--- src/rtl/string_printer_pkg.sv ---
// Shared definitions for the string printer: FSM encodings, string IDs and the built-in string image.
`default_nettype none

package string_printer_pkg;

  localparam logic [2:0] ST_IDLE  = 3'd0;
  localparam logic [2:0] ST_FETCH = 3'd1;
  localparam logic [2:0] ST_CHECK = 3'd2;
  localparam logic [2:0] ST_SEND  = 3'd3;
  localparam logic [2:0] ST_DONE  = 3'd4;

  // The calling command FSMs select strings with these same IDs.
  localparam int unsigned STR_WELCOME = 0;
  localparam int unsigned STR_PROMPT  = 1;
  localparam int unsigned STR_OK      = 2;
  localparam int unsigned STR_ERROR   = 3;

  localparam logic [7:0] NUL_CHAR = 8'h00;

  // Byte at offset of string slot; anything not listed reads as the terminator.
  function automatic logic [7:0] image_byte(input int unsigned slot, input int unsigned offset);
    logic [7:0] b;
    b = NUL_CHAR;
    case (slot)
      STR_WELCOME: begin
        case (offset)
          0: b = 8'h48;
          1: b = 8'h69;
          2: b = 8'h0D;
          3: b = 8'h0A;
          default: b = NUL_CHAR;
        endcase
      end
      // Prompt slot is a full-length unterminated line of printable characters.
      STR_PROMPT: b = (offset < 32'd64) ? 8'(32'h21 + offset) : NUL_CHAR;
      STR_OK:     b = NUL_CHAR;
      STR_ERROR: begin
        case (offset)
          0: b = 8'h45;
          1: b = 8'h52;
          2: b = 8'h52;
          3: b = 8'h0D;
          4: b = 8'h0A;
          default: b = NUL_CHAR;
        endcase
      end
      default: b = NUL_CHAR;
    endcase
    return b;
  endfunction

endpackage

`default_nettype wire

--- src/rtl/string_printer_str_rom.sv ---
// String ROM with a one-cycle registered read; addresses outside the image read as NUL.
`default_nettype none

module str_rom
  import string_printer_pkg::*;
#(
  parameter int unsigned DEPTH    = 128,
  parameter int unsigned SLOT_LEN = 32,
  parameter int unsigned ADDR_W   = 7
) (
  input  logic              clk,
  input  logic [ADDR_W-1:0] addr,
  output logic [7:0]        data
);

  logic [7:0] byte_d;
  logic [7:0] data_q;

  always_comb begin
    byte_d = NUL_CHAR;
    if (32'(addr) < DEPTH) begin
      byte_d = image_byte(32'(addr) / SLOT_LEN, 32'(addr) % SLOT_LEN);
    end
  end

  always_ff @(posedge clk) begin
    data_q <= byte_d;
  end

  assign data = data_q;

endmodule

`default_nettype wire

--- src/rtl/string_printer.sv ---
// Streams a NUL-terminated ROM string to the UART transmitter on request, then pulses done.
`default_nettype none

module string_printer
  import string_printer_pkg::*;
#(
  parameter int unsigned NUM_STRS = 4,
  parameter int unsigned STR_ID_W = 2,
  parameter int unsigned MAX_LEN  = 32
) (
  input  logic                clk,
  input  logic                rst,
  input  logic                printer_enable,
  input  logic [STR_ID_W-1:0] printer_str_id,
  output logic                printer_done,
  output logic                printer_busy,
  output logic [7:0]          tx_data,
  output logic                tx_valid,
  input  logic                tx_ready
);

  // One extra index bit so a full MAX_LEN-byte string can be counted without wrapping.
  localparam int unsigned IDX_W  = $clog2(MAX_LEN) + 1;
  localparam int unsigned ADDR_W = STR_ID_W + $clog2(MAX_LEN);

  logic [2:0]          state_q, state_d;
  logic [STR_ID_W-1:0] id_q, id_d;
  logic [IDX_W-1:0]    index_q, index_d;
  logic [7:0]          tx_data_q, tx_data_d;
  logic                tx_valid_q, tx_valid_d;
  logic                done_q, busy_q;
  logic [7:0]          rom_data;

  str_rom #(
    .DEPTH    (NUM_STRS * MAX_LEN),
    .SLOT_LEN (MAX_LEN),
    .ADDR_W   (ADDR_W)
  ) u_rom (
    .clk  (clk),
    .addr ({id_q, index_q[IDX_W-2:0]}),
    .data (rom_data)
  );

  always_comb begin
    state_d    = state_q;
    id_d       = id_q;
    index_d    = index_q;
    tx_data_d  = tx_data_q;
    tx_valid_d = tx_valid_q;
    case (state_q)
      ST_IDLE: begin
        if (printer_enable) begin
          id_d    = printer_str_id;
          index_d = '0;
          state_d = ST_FETCH;
        end
      end
      ST_FETCH: state_d = ST_CHECK;
      ST_CHECK: begin
        if (rom_data == NUL_CHAR || index_q == IDX_W'(MAX_LEN)) begin
          state_d = ST_DONE;
        end else begin
          tx_data_d  = rom_data;
          tx_valid_d = 1'b1;
          state_d    = ST_SEND;
        end
      end
      ST_SEND: begin
        if (tx_ready) begin
          tx_valid_d = 1'b0;
          index_d    = index_q + 1'b1;
          state_d    = ST_FETCH;
        end
      end
      ST_DONE: state_d = ST_IDLE;
      default: state_d = ST_IDLE;
    endcase
  end

  always_ff @(posedge clk) begin
    if (rst) begin
      state_q    <= ST_IDLE;
      id_q       <= '0;
      index_q    <= '0;
      tx_data_q  <= 8'h00;
      tx_valid_q <= 1'b0;
      done_q     <= 1'b0;
      busy_q     <= 1'b0;
    end else begin
      state_q    <= state_d;
      id_q       <= id_d;
      index_q    <= index_d;
      tx_data_q  <= tx_data_d;
      tx_valid_q <= tx_valid_d;
      done_q     <= (state_d == ST_DONE);
      busy_q     <= (state_d != ST_IDLE);
    end
  end

  assign printer_done = done_q;
  assign printer_busy = busy_q;
  assign tx_data      = tx_data_q;
  assign tx_valid     = tx_valid_q;

endmodule

`default_nettype wire
--- config.mk ---
export PLATFORM = sky130hd
export DESIGN_NAME = string_printer
export DESIGN_NICKNAME = d
export VERILOG_FILES = /design/src/rtl/string_printer_pkg.sv /design/src/rtl/string_printer_str_rom.sv /design/src/rtl/string_printer.sv
export SDC_FILE = /design/constraint.sdc
export NUM_CORES = 1
export LEC_CHECK = 0
export CORE_ASPECT_RATIO = 0.75
export CORE_MARGIN = 2
export CORE_UTILIZATION = 45
export CTS_CLUSTER_SIZE = 14
export DETAILED_ROUTE_END_ITERATION = 7
export GPL_ROUTABILITY_DRIVEN = 0
export PLACE_DENSITY = 0.64
export SYNTH_ARGS = -nofsm -noshare
export SYNTH_HDL_FRONTEND = slang
export SYNTH_SLANG_ARGS = --single-unit
--- constraint.sdc ---
create_clock -name clk -period 2.3 [get_ports clk]
set_input_delay 0.23 -clock clk [delete_from_list [all_inputs] [get_ports clk]]
set_output_delay 0.23 -clock clk [all_outputs]
set_load 0.01 [all_outputs]
# Yosys cells after proc, flatten, opt, wreduce, memory -nomap -nowiden
# Index checks and enable logic that the tools add are counted.
[word_totals]
out_inout_bits = 11
register_bits = 30
elab_cells = 53
in_bits = 6
[classes]
reduce_logical = 13
add_sub_neg = 2
eq_ne = 14
magnitude_cmp = 1
muxes = 14
n_bitwise = 1
[ops]
columns = ["operator", "count"]
rows = [
  ["32-bit zero test", 2],
  ["7-bit case mux with 4 select lines", 2],
  ["8-bit case mux with 3 select lines", 1],
  ["6-bit two-way mux", 2],
  ["3-bit case mux with 4 select lines", 1],
  ["6-bit case mux with 2 select lines", 1],
  ["5-bit by 2-bit equality test with 1-bit output, second input constant", 2],
  ["3-bit two-way mux", 3],
  ["8-bit zero test", 1],
  ["8-bit two-way mux", 1],
  ["6-bit by 5-bit adder with 7-bit output, first input constant", 1],
  ["5-bit by 7-bit < comparator with 1-bit output, second input constant", 1],
  ["6-bit by 1-bit adder with 6-bit output, second input constant", 1],
  ["3-bit by 2-bit equality test with 1-bit output, second input constant", 2],
  ["6-bit equality test, second input constant", 1],
  ["2-bit != test, second input constant", 3],
  ["3-bit AND reduction", 2],
  ["5-bit by 1-bit equality test with 1-bit output, second input constant", 1],
  ["5-bit by 3-bit equality test with 1-bit output, second input constant", 1],
  ["2-bit AND reduction", 2],
  ["2-bit nonzero test", 2],
  ["3-bit by 1-bit equality test with 1-bit output, second input constant", 1],
  ["3-bit equality test, second input constant", 1],
  ["3-bit zero test", 1],
  ["8 further kinds", 9],
]

# Logic depth before layout (Yosys ltp)
# Gate-level depths: netlist of the first run.
[depth]
word_depth = 5
depth_mapped = 7
depth_no_buf = 6

# Modules after synthesis
# A second synthesis of the first run with hierarchy kept.
[unflattened]
cells_unflattened = 169
hier_area_um2 = 1544.0
[modules_own_cells]
columns = ["mod", "seq_area_each_um2", "area_each_um2", "cells_per_inst", "n_inst"]
rows = [
  ["string_printer", 440.4, 1024.7, 108, 1],
  ["str_rom", 140.1, 519.2, 61, 1],
]

# Worst setup path after synthesis of the first run
# OpenSTA, ideal clock, no wires.
[synth_path]
kind = "register to register"
start = "reg index_q[0]"
end = "reg tx_data_q[0], in the netlist tx_data[0]"
arrival_ns = 1.494
setup_ns = 0.128
synth_period_minus_slack_ns = 1.622
n_path_buf = 1
required_ns = 2.172
path_stages_with_launch = 8
path_slack_ns = 0.678
cell_sequence = "dfxtp_1 > inv_1 > ha_1 > and2_1 > a221o_1 > buf_6 > mux2i_1 > nor2_1"
[synth_between]
elab_chain_len = 4
[synth_lines]
columns = ["element", "line", "source"]
rows = [
  ["start, declared", "string_printer.sv:28", "logic [IDX_W-1:0] index_q, index_d;"],
  ["start signal, assigned", "string_printer.sv:92", "index_q <= index_d;"],
  ["6-bit equality test", "string_printer.sv:60", "if (rom_data == NUL_CHAR || index_q == IDX_W'(MAX_LEN)) begin"],
  ["1-bit logical OR", "string_printer.sv:60", ""],
  ["1-bit NOT (no line)", "--", ""],
  ["2-bit AND reduction (no line)", "--", ""],
  ["end signal, assigned", "string_printer.sv:93", "tx_data_q <= tx_data_d;"],
  ["end, declared", "string_printer.sv:29", "logic [7:0] tx_data_q, tx_data_d;"],
]
# Every way passes these cells.
# A chain may end at the register's enable or synchronous reset.

# Worst setup path in the final report of the first run
[layout_path]
start = "reg index_q[0]"
end = "reg tx_data_q[6], in the netlist tx_data[6]"
# Same word-level chain as after synthesis.

==> metrics.cfg, run 1 <==
[worst_setup_path]
crit_path_max_fanout = 9
r2r_cells = 6
path_class = reg2reg
end_kind = flop
cp.required_ns = 2.47
critPathLaunchType = flop
cp.arrival_ns = 2.04

[placed_design]
pre_cts_ws_ns = 0.447
detailed_place_hpwl_um = 2080
io_buffer_count = 15
place_area_sq_mm = 0.00149

[clock_network]
clock-sinks = 28
cts_tree = built
ctsHoldBuffers = 0
numCtsBuffers = 3
clockBufferDepth = 2
htreeDepth = 1
insertion_delay_ns = 0.27
post-cts-setup-buffers = 0
path_clk_slew_ns = 0.09
cts_resized = 0
clockRootBuffer = clkbuf_8

[route]
via_per_inst = 5.65
dr.pass1.iters = 4
drc = 0
wirelength_um = 2810
antenna_left = 0
wire_per_inst_um = 14.0
vias = 1130
first_iter_violations = 86

[yosys]
synth_top_area_share_pct = 41.9
synth_top_area_cell = dfxtp_1
synth_cell_types = 41
yosysSeqAreaShare_pct = 41.9
syn_area_sq_mm = 0.00134
yosysWarnings = 0
synth_top_family_by_area = simple AND/OR/NAND/NOR gates
synth_xor_area_share_pct = 2.62
synth-simple-area-share_pct = 22.5
syn-num-nets = 162
synthAdderAreaFrac_pct = 3.74
synth.area.top_cells = dfxtp_1, mux2i_1, nor2_1
synthMuxAreaShare_pct = 7.57
ys_ff_latch = 28
synth_compound_area_share_pct = 14.7
synthCells = 152
synth.avg_cell_area_sq_um = 8.81

[power]
pwr-share-clk_pct = 36.1
p_leak_nw = 0.588
seqPwrFrac_pct = 50.6
p_comb_share_pct = 13.2
swShare_pct = 23.5
p_per_area_mw_per_mm2 = 686
vdd_drop_max_uv = 386
p_switching_mw = 0.252
p_int_mw = 0.818

[finish]
diodes = 0
mostFrequentLayoutCells = dfxtp_1, nor2_1, clkdlybuf4s50_1, a21oi_1, mux2i_1
final_layout_size_suffix_gt1_share_pct = 6.79
finish.utilization_pct = 53.9
area_delta_synth_final_pct = 16.4
fillers = 282
design_area_sq_mm = 0.00156
mostFrequentLayoutCell = dfxtp_1
layout.nets = 173

[min_path]
hold_depth = 2
hold_class = reg2reg

[timing]
totalNegativeSetupSlack_ns = 0
rsz0062_at_grt = false
clock.fmax_mhz = 535
setup_viol = 0
clock_skew_ns = 0.00277
drv_slew = 0
finalHoldViolations = 0
holdWs_ns = 0.462
fin_crit_ns = 1.87
timing.final.ws_setup_ns = 0.431
period_share_pct = 81.3

[grt]
grt_pass1_wl_um = 4690
grt_max_degree = 22
grt_overflow = 0
grt_pass1_vias = 1065
grt_usage_pct = 18.0
antenna_found_initial = 0

[die]
die-area_sq_mm = 0.00343
io_pins = 17
rows = 17
die_y_um = 51.2
fp.dieW_um = 67.0
initial_core_util_pct = 46.3
coreArea_sq_mm = 0.00289

[status]
status = finished, final reports clean

[run]
maxCapViolCount = 0

## worst max-delay path: stages, from the launching register on
cell and delay [ns]:
dfxtp_1 0.44, inv_1 0.10, ha_1 0.27, and2_1 0.19, a221o_1 0.48, mux2i_1 0.21, nor2_1 0.06
## cells by family (layout without fill, tap and decap cells)
kind of cell	after synthesis	in the layout
buffers and inverters	17	27
multiplexers	10	10
flip-flops	28	28
XOR/XNOR	4	4
AO/OA/AOI/OAI	32	32
AND/OR/NAND/NOR	56	56
adder cells (fa/ha/maj)	4	4
other	1	1
## registers in the layout, summed over array words and instances (netlist names)
name          cells
tx_data           7
index_q           6
printer_done      1
state_q           3
id_q              2
u_rom.data        7
tx_valid          1
printer_busy      1
## per-stage QoR
stage / power (mW) / instances
final: 1.07 / 200
after global routing: 1.12 / 200
after CTS: 1.07 / 200
after detailed placement: 0.693 / 196
after global placement: 0.689 / 196
after floorplan: 0.650 / 152
## cell usage after synthesis
master	n
nand4b_1	1
o22ai_1	2
mux2_2	1
a31oi_1	1
dfxtp_1	28
nand2_1	7
o21ai_0	8
or3b_2	1
a21o_1	1
o311ai_0	1
and3_1	1
a211oi_1	2
buf_4	2
nor2_1	19
inv_1	5
nand3b_1	1
nor4b_1	2
o21ai_1	1
nor3_1	7
nand3_1	3
buf_2	3
mux2i_1	9
xnor2_1	4
o2bb2ai_1	1
nand2b_1	1
a221oi_1	1
or3_1	4
clkbuf_1	5
ha_1	4
a22oi_1	2
nor4b_2	1
nor2b_1	3
and2_1	1
nor4_1	1
nor3_2	1
or3b_1	2
a221o_1	1
a41oi_1	1
buf_6	2
a21oi_1	10
conb_1	1
## cell type report
cell class / instances / area [sq um] / share of cell area, %
well taps: 38 / 47.5 / 3.05
clock inverters: 1 / 30.0 / 1.93
inverters: 5 / 18.8 / 1.20
clock buffers: 3 / 41.3 / 2.65
flip-flops and latches: 28 / 561 / 36.0
repair buffers: 18 / 173 / 11.1
multi-input cells: 107 / 688 / 44.1
## final timing paths
check / startpoint / to / slack [ns]
max: index_q[0] / tx_data[6] / 0.43
min: tx_valid / tx_valid / 0.46
max reg2reg: index_q[0] / tx_data[6] / 0.43
min reg2reg: tx_valid / tx_valid / 0.46
## routing by layer
metal,part of all wire (%),up-vias,global-route usage (%)
met5,0,-,0
met4,0.82,0,5.10
met3,6.0,4,5.07
met2,46,29,29.0
met1,47,545,23.7
li1,-,552,-
## power by group through the flow
stage | combinational, mW | sequential, mW | clock [mW]
floorplan | 0.110 | 0.540 | 0
global placement | 0.139 | 0.550 | 0
detailed placement | 0.140 | 0.553 | 0
CTS | 0.141 | 0.541 | 0.392
global route | 0.153 | 0.546 | 0.418
finish | 0.142 | 0.542 | 0.387
Power figures use the tool's default switching activity.
==> run 2, diff against run 1 <==
PLACE_DENSITY = 0.67   (was 0.64)
clock period = 1.7 ns   (was 2.3 ns; I/O delays follow)
==> run 2 against run 1 <==
  * Sequential power rose by 33%
  * Routed wire length rose by 6.5%
  * Final cell count rose by 6.5%
  * Clock power rose by 37%
  * Sequential cell count did not move
  * Non-clock buffer count rose by 13
  * Critical path type unchanged
  * Highest routed layer unchanged
==> metrics.cfg, run 2 (synthesis gave the netlist of run 1 again) <==
[status]
status = finished, final reports clean

[die]
die-area_sq_mm = 0.00343
coreArea_sq_mm = 0.00289
rows = 17
io_pins = 17
fp.dieW_um = 67.0
initial_core_util_pct = 46.3
die_y_um = 51.2

[finish]
final_layout_size_suffix_gt1_share_pct = 17.1
diodes = 0
fillers = 272
mostFrequentLayoutCell = dfxtp_1
mostFrequentLayoutCells = dfxtp_1, nor2_1, clkdlybuf4s50_1, buf_4, a21oi_1
layout.nets = 186
area_delta_synth_final_pct = 26.0

[timing]
clock_skew_ns = 0.00664
finalHoldViolations = 0
period_share_pct = 93.1
totalNegativeSetupSlack_ns = 0
holdWs_ns = 0.474
setup_viol = 0
fin_crit_ns = 1.58
drv_slew = 0
rsz0062_at_grt = false
clock.fmax_mhz = 632

[clock_network]
path_clk_slew_ns = 0.10
clock-sinks = 28
numCtsBuffers = 3
clockBufferDepth = 2
ctsHoldBuffers = 0
insertion_delay_ns = 0.28
cts_tree = built
htreeDepth = 1
clockRootBuffer = clkbuf_8

[power]
p_switching_mw = 0.351
vdd_drop_max_uv = 517
p_leak_nw = 0.657
p_comb_share_pct = 15.9
seqPwrFrac_pct = 48.5
p_int_mw = 1.14
swShare_pct = 23.6
p_per_area_mw_per_mm2 = 881
pwr-share-clk_pct = 35.6

[worst_setup_path]
path_class = reg2reg
cp.required_ns = 1.91
crit_path_max_fanout = 8
critPathLaunchType = flop
cp.arrival_ns = 1.79
end_kind = flop

[route]
wire_per_inst_um = 14.0
first_iter_violations = 56
vias = 1142
dr.pass1.iters = 4
wirelength_um = 2990
drc = 0
via_per_inst = 5.36
antenna_left = 0

[grt]
grt_overflow = 0
grt_pass1_vias = 1102
grt_pass1_wl_um = 5190
grt_usage_pct = 20.1
antenna_found_initial = 0
grt_max_degree = 17

[placed_design]
io_buffer_count = 15
detailed_place_hpwl_um = 2210

[min_path]
hold_class = reg2reg

[run]
maxCapViolCount = 0

[run 2: final cells by class]
| type | count | area, sq um | area share, % |
|---|---|---|---|
| tap | 38 | 47.5 | 2.82 |
| timing repair buffer | 31 | 283 | 16.8 |
| clock buffer | 3 | 41.3 | 2.45 |
| clock inverter | 1 | 30.0 | 1.78 |
| sequential | 28 | 563 | 33.4 |
| inverter | 5 | 18.8 | 1.11 |
| multi-input combinational | 107 | 703 | 41.7 |
[run 2: final timing paths]
check / from / cells after the start / end / slack [ns]
max: index_q[0] / 5 / index_q[4] / 0.12
min: tx_valid / 2 / tx_valid / 0.47
max reg2reg: index_q[0] / 5 / index_q[4] / 0.12
min reg2reg: tx_valid / 2 / tx_valid / 0.47
[run 2: repair_timing]
item	4_1_cts	5_1_grt
gates resized for setup	0	6
endpoints found under the hold margin	0	0
buffers inserted	0	0
setup endpoints to repair	0	6
[run 2: routing by layer]
layer  part of all wire, %  global-route usage [%]  routed length, um  up-vias
li1                      -                       -                  -      580
met1                    48                    26.6               1430      528
met2                    47                    33.2               1410       31
met3                   4.3                    4.63                128        3
met4                  0.64                    5.10                 19        0
met5                     0                       0                  0        -
[run 2: power groups by stage]
stage	clock network, mW	registers (mW)	logic, mW
CTS	0.544	0.719	0.232
global route	0.568	0.728	0.261
finish	0.529	0.721	0.236
global placement	0	0.732	0.225
detailed placement	0	0.734	0.230
floorplan	0	0.731	0.149
[run 2: worst max-delay path, cell delays in order (launching register included)]
cell and delay (ns):
dfxtp_2 0.34, buf_4 0.14, ha_1 0.35, nand3_1 0.18
or3_1 0.37, a21oi_1 0.14
[run 2: through the flow]
stage          worst slack (ns)  std cells  util, %  total power [mW]  cell area (sq um)
6_report                  0.118        213     58.3              1.49               1690
5_1_grt                  0.0182        213     58.3              1.56               1690
3_5_place_dp             0.0888        209     55.2             0.964               1600
2_1_floorplan            0.0782        152        -             0.880               1340
3_3_place_gp              0.115        209     55.2             0.957               1600
4_1_cts                  0.0717        213     57.7              1.49               1670
==> run 3, diff against run 2 <==
CTS_CLUSTER_DIAMETER = 40   (was unset)
==> results of run 3 <==
No change in the layout: final DEF, timing and power equal those of run 2.
